[config.mk]
export PLATFORM = sky130hd
export DESIGN_NAME = heartbeat_scheduler_flat
export DESIGN_NICKNAME = d
export VERILOG_FILES = /design/src/rtl/heartbeat_scheduler_if.sv /design/src/rtl/heartbeat_scheduler.sv /design/src/flat_wrapper.sv
export SDC_FILE = /design/constraint.sdc
export NUM_CORES = 1
export LEC_CHECK = 0
export ABC_CLOCK_PERIOD_IN_PS = 2750
export CAP_MARGIN = 20
export CORE_ASPECT_RATIO = 1.1
export CORE_UTILIZATION = 55
export CTS_BUF_LIST = sky130_fd_sc_hd__clkbuf_8 sky130_fd_sc_hd__clkbuf_16
export DETAILED_ROUTE_END_ITERATION = 10
export HOLD_SLACK_MARGIN = 0.1
export PLACE_DENSITY_LB_ADDON = 0.05
export SLEW_MARGIN = 20
export SYNTH_ARGS = -nofsm -noshare
export SYNTH_HDL_FRONTEND = slang
export SYNTH_SLANG_ARGS = --single-unit
[constraint.sdc]
create_clock -name clk -period 2.75 [get_ports clk]
set_input_delay 0.275 -clock clk [delete_from_list [all_inputs] [get_ports clk]]
set_output_delay 0.275 -clock clk [all_outputs]
set_load 0.05 [all_outputs]
[src/rtl/heartbeat_scheduler_if.sv]
// Control and status bundle between the heartbeat scheduler and its neighbours
// (button debouncer, LED clock divider).
interface heartbeat_scheduler_if;
  logic       en;
  logic       mode_btn;
  logic       div_clk;
  logic [1:0] period;
  logic [1:0] mode;
  logic       update_pending;
  logic       step_strobe;

  modport master (
    output en, mode_btn, div_clk,
    input  period, mode, update_pending, step_strobe
  );

  modport slave (
    input  en, mode_btn, div_clk,
    output period, mode, update_pending, step_strobe
  );
endinterface

[src/rtl/heartbeat_scheduler.sv]
// Steps the LED divider period select through sweep / ping-pong / heartbeat tables,
// deferring every period change to a divider output edge.
module heartbeat_scheduler #(
  parameter int unsigned CLK_FREQ = 32'd12_000_000,
  parameter int unsigned DWELL_MS = 32'd250
) (
  input logic                  clk,
  input logic                  rst_n,
  heartbeat_scheduler_if.slave hb
);

  localparam int unsigned DWELL_CYC  = CLK_FREQ / 32'd1000 * DWELL_MS;
  localparam logic [31:0] DWELL_LAST = DWELL_CYC - 32'd1;

  typedef enum logic [1:0] {
    HOLD      = 2'd0,
    SWEEP_UP  = 2'd1,
    PINGPONG  = 2'd2,
    HEARTBEAT = 2'd3
  } mode_e;

  mode_e       mode_r, mode_n;
  logic [31:0] dwell_r, dwell_n;
  logic [2:0]  idx_r, idx_n;
  logic [1:0]  pend_r, pend_n;
  logic        pending_r, pending_n;
  logic [1:0]  period_r, period_n;
  logic        strobe_r, strobe_n;
  logic        div_q_r, div_q_n;

  logic        div_edge_s;
  logic        counting_s;
  logic        terminal_s;
  logic [2:0]  next_idx_s;

  function automatic logic [1:0] step_value(input mode_e m, input logic [2:0] idx);
    logic [1:0] v;
    v = 2'd0;
    case (m)
      SWEEP_UP:  v = idx[1:0];
      PINGPONG: begin
        case (idx)
          3'd0:    v = 2'd0;
          3'd1:    v = 2'd1;
          3'd2:    v = 2'd2;
          3'd3:    v = 2'd3;
          3'd4:    v = 2'd2;
          3'd5:    v = 2'd1;
          default: v = 2'd0;
        endcase
      end
      HEARTBEAT: begin
        case (idx[1:0])
          2'd0:    v = 2'd0;
          2'd1:    v = 2'd1;
          2'd2:    v = 2'd0;
          2'd3:    v = 2'd3;
          default: v = 2'd0;
        endcase
      end
      default:   v = 2'd0;
    endcase
    return v;
  endfunction

  assign div_edge_s = hb.div_clk ^ div_q_r;
  assign counting_s = hb.en && (mode_r != HOLD);
  assign terminal_s = counting_s && (dwell_r == DWELL_LAST);
  assign next_idx_s = (idx_r == ((mode_r == PINGPONG) ? 3'd5 : 3'd3)) ? 3'd0 : idx_r + 3'd1;

  // Next-state: apply on divider edge first, then mode button (which beats a dwell terminal).
  always_comb begin
    div_q_n   = hb.div_clk;
    mode_n    = mode_r;
    dwell_n   = dwell_r;
    idx_n     = idx_r;
    pend_n    = pend_r;
    pending_n = pending_r;
    period_n  = period_r;
    strobe_n  = 1'b0;

    if (div_edge_s && pending_r) begin
      period_n  = pend_r;
      pending_n = 1'b0;
      strobe_n  = 1'b1;
    end else begin
      period_n  = period_r;
    end

    if (hb.mode_btn) begin
      mode_n  = mode_e'(mode_r + 2'd1);
      dwell_n = 32'd0;
      idx_n   = 3'd0;
      if (mode_n != HOLD) begin
        pend_n    = 2'd0;
        pending_n = 1'b1;
      end else begin
        pending_n = 1'b0;
      end
    end else if (terminal_s) begin
      dwell_n   = 32'd0;
      idx_n     = next_idx_s;
      pend_n    = step_value(mode_r, next_idx_s);
      pending_n = 1'b1;
    end else if (counting_s) begin
      dwell_n = dwell_r + 32'd1;
    end else begin
      dwell_n = dwell_r;
    end
  end

  // State and output registers with synchronous active-low reset.
  always_ff @(posedge clk) begin
    if (!rst_n) begin
      mode_r    <= HOLD;
      dwell_r   <= 32'd0;
      idx_r     <= 3'd0;
      pend_r    <= 2'd0;
      pending_r <= 1'b0;
      period_r  <= 2'd0;
      strobe_r  <= 1'b0;
      div_q_r   <= 1'b0;
    end else begin
      mode_r    <= mode_n;
      dwell_r   <= dwell_n;
      idx_r     <= idx_n;
      pend_r    <= pend_n;
      pending_r <= pending_n;
      period_r  <= period_n;
      strobe_r  <= strobe_n;
      div_q_r   <= div_q_n;
    end
  end

  assign hb.period         = period_r;
  assign hb.mode           = mode_r;
  assign hb.update_pending = pending_r;
  assign hb.step_strobe    = strobe_r;

endmodule

[src/flat_wrapper.sv]
// flat-port wrapper written by rule: the top's interface ports become plain ports
module heartbeat_scheduler_flat 
#(
  parameter int unsigned CLK_FREQ = 32'd12_000_000,
  parameter int unsigned DWELL_MS = 32'd250
)
  (clk, rst_n, hb_en, hb_mode_btn, hb_div_clk, hb_period, hb_mode, hb_update_pending, hb_step_strobe);
  heartbeat_scheduler_if hb_i ();
  input logic clk;
  input logic rst_n;
  input wire logic [$bits(hb_i.en)-1:0] hb_en;
  input wire logic [$bits(hb_i.mode_btn)-1:0] hb_mode_btn;
  input wire logic [$bits(hb_i.div_clk)-1:0] hb_div_clk;
  output wire logic [$bits(hb_i.period)-1:0] hb_period;
  output wire logic [$bits(hb_i.mode)-1:0] hb_mode;
  output wire logic [$bits(hb_i.update_pending)-1:0] hb_update_pending;
  output wire logic [$bits(hb_i.step_strobe)-1:0] hb_step_strobe;
  assign hb_i.en = hb_en;
  assign hb_i.mode_btn = hb_mode_btn;
  assign hb_i.div_clk = hb_div_clk;
  assign hb_period = hb_i.period;
  assign hb_mode = hb_i.mode;
  assign hb_update_pending = hb_i.update_pending;
  assign hb_step_strobe = hb_i.step_strobe;
  heartbeat_scheduler #(.CLK_FREQ(CLK_FREQ), .DWELL_MS(DWELL_MS)) u_core (.clk(clk), .rst_n(rst_n), .hb(hb_i));
endmodule
==> results.sh <==
export IMPL_result_of_the_run="finished, final reports clean"
export IMPL_clkSinkCount=44
export IMPL_detailroute_via_count=1835
export IMPL_initialDrtViolationCount=73
export IMPL_hold_slack_ps=512
export IMPL_synth_async_reset_ratio_pct=0
export IMPL_final_period_minus_worst_setup_slack_ps=2520
export IMPL_cp_data_required_time_ps=2980
export IMPL_clock_root_buffer="clkbuf_8"
export IMPL_place_area_mm2=0.00241
export IMPL_seq_power_share_pct=56.8
export IMPL_worstHoldPathType="reg -> reg"
export IMPL_worst_setup_hold_path_clk_slew_ps=80
export IMPL_max_vdd_ir_drop_uv=254
export IMPL_endpoint_kind="flop"
export IMPL_drive_above_1_share_pct=7.64
export IMPL_unrepaired_setup_endpoints_after_global_routing="no"
export IMPL_global_route_overflow_total=0
export IMPL_gp_congestion=0.754
export IMPL_clock_power_share_pct=36.1
export IMPL_layout_core_utilization_pct=63.7
export IMPL_cts_made_buffers=5
export IMPL_floorplan_initialDensity_pct=57.2
export IMPL_final_cells=327
export IMPL_synth_lib_cells_used_distinct=43
export IMPL_switching_share_pct=23.3
export IMPL_max_freq_mhz=397
export IMPL_cap_violations=0
export IMPL_dieArea_mm2=0.00435
export IMPL_routed_top_layer="met4"
export IMPL_area_share_of_xor_xnor_cells_in_the_synthesized_design_pct=12.8
export IMPL_hold_viol=0
export IMPL_per_instance_average_area_after_synthesis_um2=8.59
export IMPL_met3_length_um=171
export IMPL_synth_seq_cells=44
export IMPL_antenna_cells=0
export IMPL_ioPinCount=11
export IMPL_yosys_mux_area_fraction_pct=3.11
export IMPL_dieWidth_um=63.0
export IMPL_antenna_found_initial=0
export IMPL_slew_violations=0
export IMPL_peak_fanout_along_the_critical_path=5
export IMPL_synth_fp_nets=275
export IMPL_cellPowerDensity_mw_per_mm2=456
export IMPL_synth_top_area_share_pct=39.2
export IMPL_cts_post_setup_buffers_inserted=0
export IMPL_net_switching_power_mw=0.266
export IMPL_ctsHtreeMaxLevel=2
export IMPL_cp_arrival_ps=2750
export IMPL_final_period_utilization_pct=91.6
export IMPL_synthesized_area_fraction_occupied_by_ao_oa_aoi_and_oai_cells_pct=4.51
export IMPL_timing_reg2reg_setup_slack_ps=230
export IMPL_p_int_mw=0.876
export IMPL_tritoncts="yes"
export IMPL_timing_clock_skew_ps=5.56
export IMPL_wirelength_met1_um=2070
export IMPL_dp_cells=319
export IMPL_cellLeakagePower_nw=0.792
export IMPL_power_total_mw=1.14
export IMPL_grt_pass1_vias=1847
export IMPL_worst_pin_slew_ps=600
export IMPL_ant_nets_after_route=0
export IMPL_grt_util_all_layers_pct=23.2
export IMPL_fp_coreArea_mm2=0.00393
export IMPL_synth_flop_cell="dfxtp_1"
export IMPL_post_synth_fa_ha_maj_area_fraction_pct=4.45
export IMPL_worst_slack_ps=232
export IMPL_p_r_area_growth_vs_syn_pct=11.4
export IMPL_synth_top_family_by_area="simple AND/OR/NAND/NOR gates"
export IMPL_dpl_worst_slack_ps=202
export IMPL_grt_pass1_wl_um=8090
export IMPL_design_final_nets=287
export IMPL_cts_resized=0
export IMPL_detailedPlacementHpwl_um=3080
export IMPL_synth_top_cells_by_area="dfxtp_1, xnor2_1, nor2_1"
export IMPL_wire_per_inst_um=13.5
export IMPL_worstSkewPairLatency_ps=290
export IMPL_stdcell_area_mm2=0.00251
export IMPL_synth_enable_flop_cells=0
export IMPL_post_cts_hold_buffer_count=0
export IMPL_synth_warnings=0
export IMPL_setup_worst_path_class="reg -> reg"
export IMPL_worst_slew_margin_rel_pct=59.6
export IMPL_report_final_setup_viol=0
export IMPL_synth_simple_gate_area_share_pct=31.8
export IMPL_crit_path_launch_type="flop"
export IMPL_largest_net_degree_at_the_start_of_global_routing=33
export IMPL_die_h_um=69.1
export IMPL_drc_viols=0
export IMPL_met2_wire_len_um=2110
export IMPL_synthCells=262
export IMPL_seq_area_frac_synth_pct=39.2
export IMPL_cell_taking_the_most_area_after_synthesis="dfxtp_1"
export IMPL_fill_cells=364
export IMPL_clk_path_buf_depth=2
export IMPL_comb_power_share_pct=7.0
export IMPL_wl_um=4430
export IMPL_number_of_placement_rows=24
export IMPL_route_detailed_vias_per_inst=5.61
export IMPL_place_port_buffers=10
export IMPL_drtPass1Iterations=4
export IMPL_synth_cell_area_mm2=0.00225
export IMPL_fin_tns_setup_ps=0
## path summary, 6_finish.rpt
check / cells past startpoint / end / startpoint
setup / recovery: 7 / u_core.dwell_r[30]$_SDFFE_PP0P_ / u_core.hb.mode[0]$_SDFFE_PN0P_
hold / removal: 2 / u_core.hb.period[0]$_SDFFE_PN0P_ / u_core.hb.period[0]$_SDFFE_PN0P_
setup reg to reg: 7 / u_core.dwell_r[30]$_SDFFE_PP0P_ / u_core.hb.mode[0]$_SDFFE_PN0P_
hold reg to reg: 2 / u_core.hb.period[0]$_SDFFE_PN0P_ / u_core.hb.period[0]$_SDFFE_PN0P_
## metal layers
metal | global-route usage [%] | up-vias
li1 | - | 933
met1 | 28.6 | 863
met2 | 39.1 | 30
met3 | 3.97 | 9
met4 | 10.3 | 0
met5 | 0 | -
## layout by cell type, fill, tap and decap left out, types with 2 or more instances in the layout
| master | n |
|---|---|
| a211oi_1 | 2 |
| a21oi_1 | 2 |
| and2_1 | 2 |
| and3_1 | 2 |
| and3b_1 | 2 |
| and4_1 | 4 |
| buf_4 | 7 |
| clkbuf_8 | 6 |
| clkdlybuf4s50_1 | 10 |
| clkinv_2 | 2 |
| dfxtp_1 | 42 |
| dfxtp_2 | 2 |
| ha_1 | 8 |
| inv_1 | 10 |
| mux2i_1 | 7 |
| nand2_1 | 14 |
| nand2b_1 | 7 |
| nand3_1 | 16 |
| nand4_1 | 6 |
| nand4b_1 | 2 |
| nor2_1 | 43 |
| nor3_1 | 9 |
| nor4_1 | 10 |
| nor4b_1 | 5 |
| o31ai_1 | 2 |
| or3_1 | 2 |
| or4_1 | 2 |
| xnor2_1 | 28 |
| xor2_1 | 5 |
## critical path, cell delays in order, from the launching register on
cell,delay [ps]
dfxtp_2,380
inv_1,70
ha_1,200
nand4b_1,210
or3_1,420
or4_4,520
or4_1,500
a21oi_1,140
## cells by family (layout without fill, tap and decap cells)
| logic type | count (synthesis) | in the layout |
|---|---|---|
| buffers and inverters | 22 | 35 |
| flip-flops | 44 | 44 |
| AO/OA/AOI/OAI | 14 | 14 |
| multiplexers | 7 | 7 |
| adder cells (fa/ha/maj) | 8 | 8 |
| XOR/XNOR | 33 | 33 |
| AND/OR/NAND/NOR | 134 | 134 |
## cells in the mapped netlist, types with 2 or more instances
| cell | instances |
|---|---|
| dfxtp_1 | 44 |
| nor2_1 | 43 |
| xnor2_1 | 28 |
| nand3_1 | 16 |
| nand2_1 | 14 |
| inv_1 | 10 |
| nor4_1 | 10 |
| nor3_1 | 9 |
| clkbuf_1 | 8 |
| ha_1 | 8 |
| mux2i_1 | 7 |
| nand2b_1 | 7 |
| nand4_1 | 6 |
| nor4b_1 | 5 |
| xor2_1 | 5 |
| and4_1 | 4 |
| buf_2 | 3 |
| a211oi_1 | 2 |
| a21oi_1 | 2 |
| and2_1 | 2 |
| and3_1 | 2 |
| and3b_1 | 2 |
| nand4b_1 | 2 |
| o31ai_1 | 2 |
| or3_1 | 2 |
| or4_1 | 2 |
## power by group through the flow
| stage | Sequential [mW] | Combinational (mW) | Clock [mW] |
|---|---|---|---|
| floorplan | 0.679 | 0.0399 | 0 |
| global placement | 0.664 | 0.0806 | 0 |
| detailed placement | 0.664 | 0.0807 | 0 |
| CTS | 0.649 | 0.0812 | 0.430 |
| global route | 0.650 | 0.0899 | 0.455 |
| finish | 0.649 | 0.0804 | 0.413 |
## cell type report
class                   instances  area, µm²  area share [%]
clock inverters                 2       10.0           0.399
clock buffers                   6       82.6            3.30
flip-flops and latches         44        883            35.2
repair buffers                 17        153            6.09
well taps                      52       65.1            2.60
multi-input cells             196       1270            50.9
inverters                      10       37.5            1.50
## sequential cells by signal (all words and copies together), names as in the netlist
name,count
u_core.hb.update_pending,1
u_core.hb.step_strobe,1
u_core.div_q_r,1
u_core.hb.period,2
u_core.idx_r,3
u_core.hb.mode,2
u_core.pend_r,2
u_core.dwell_r,32
Note: power is estimated with default switching activity, not from simulation.
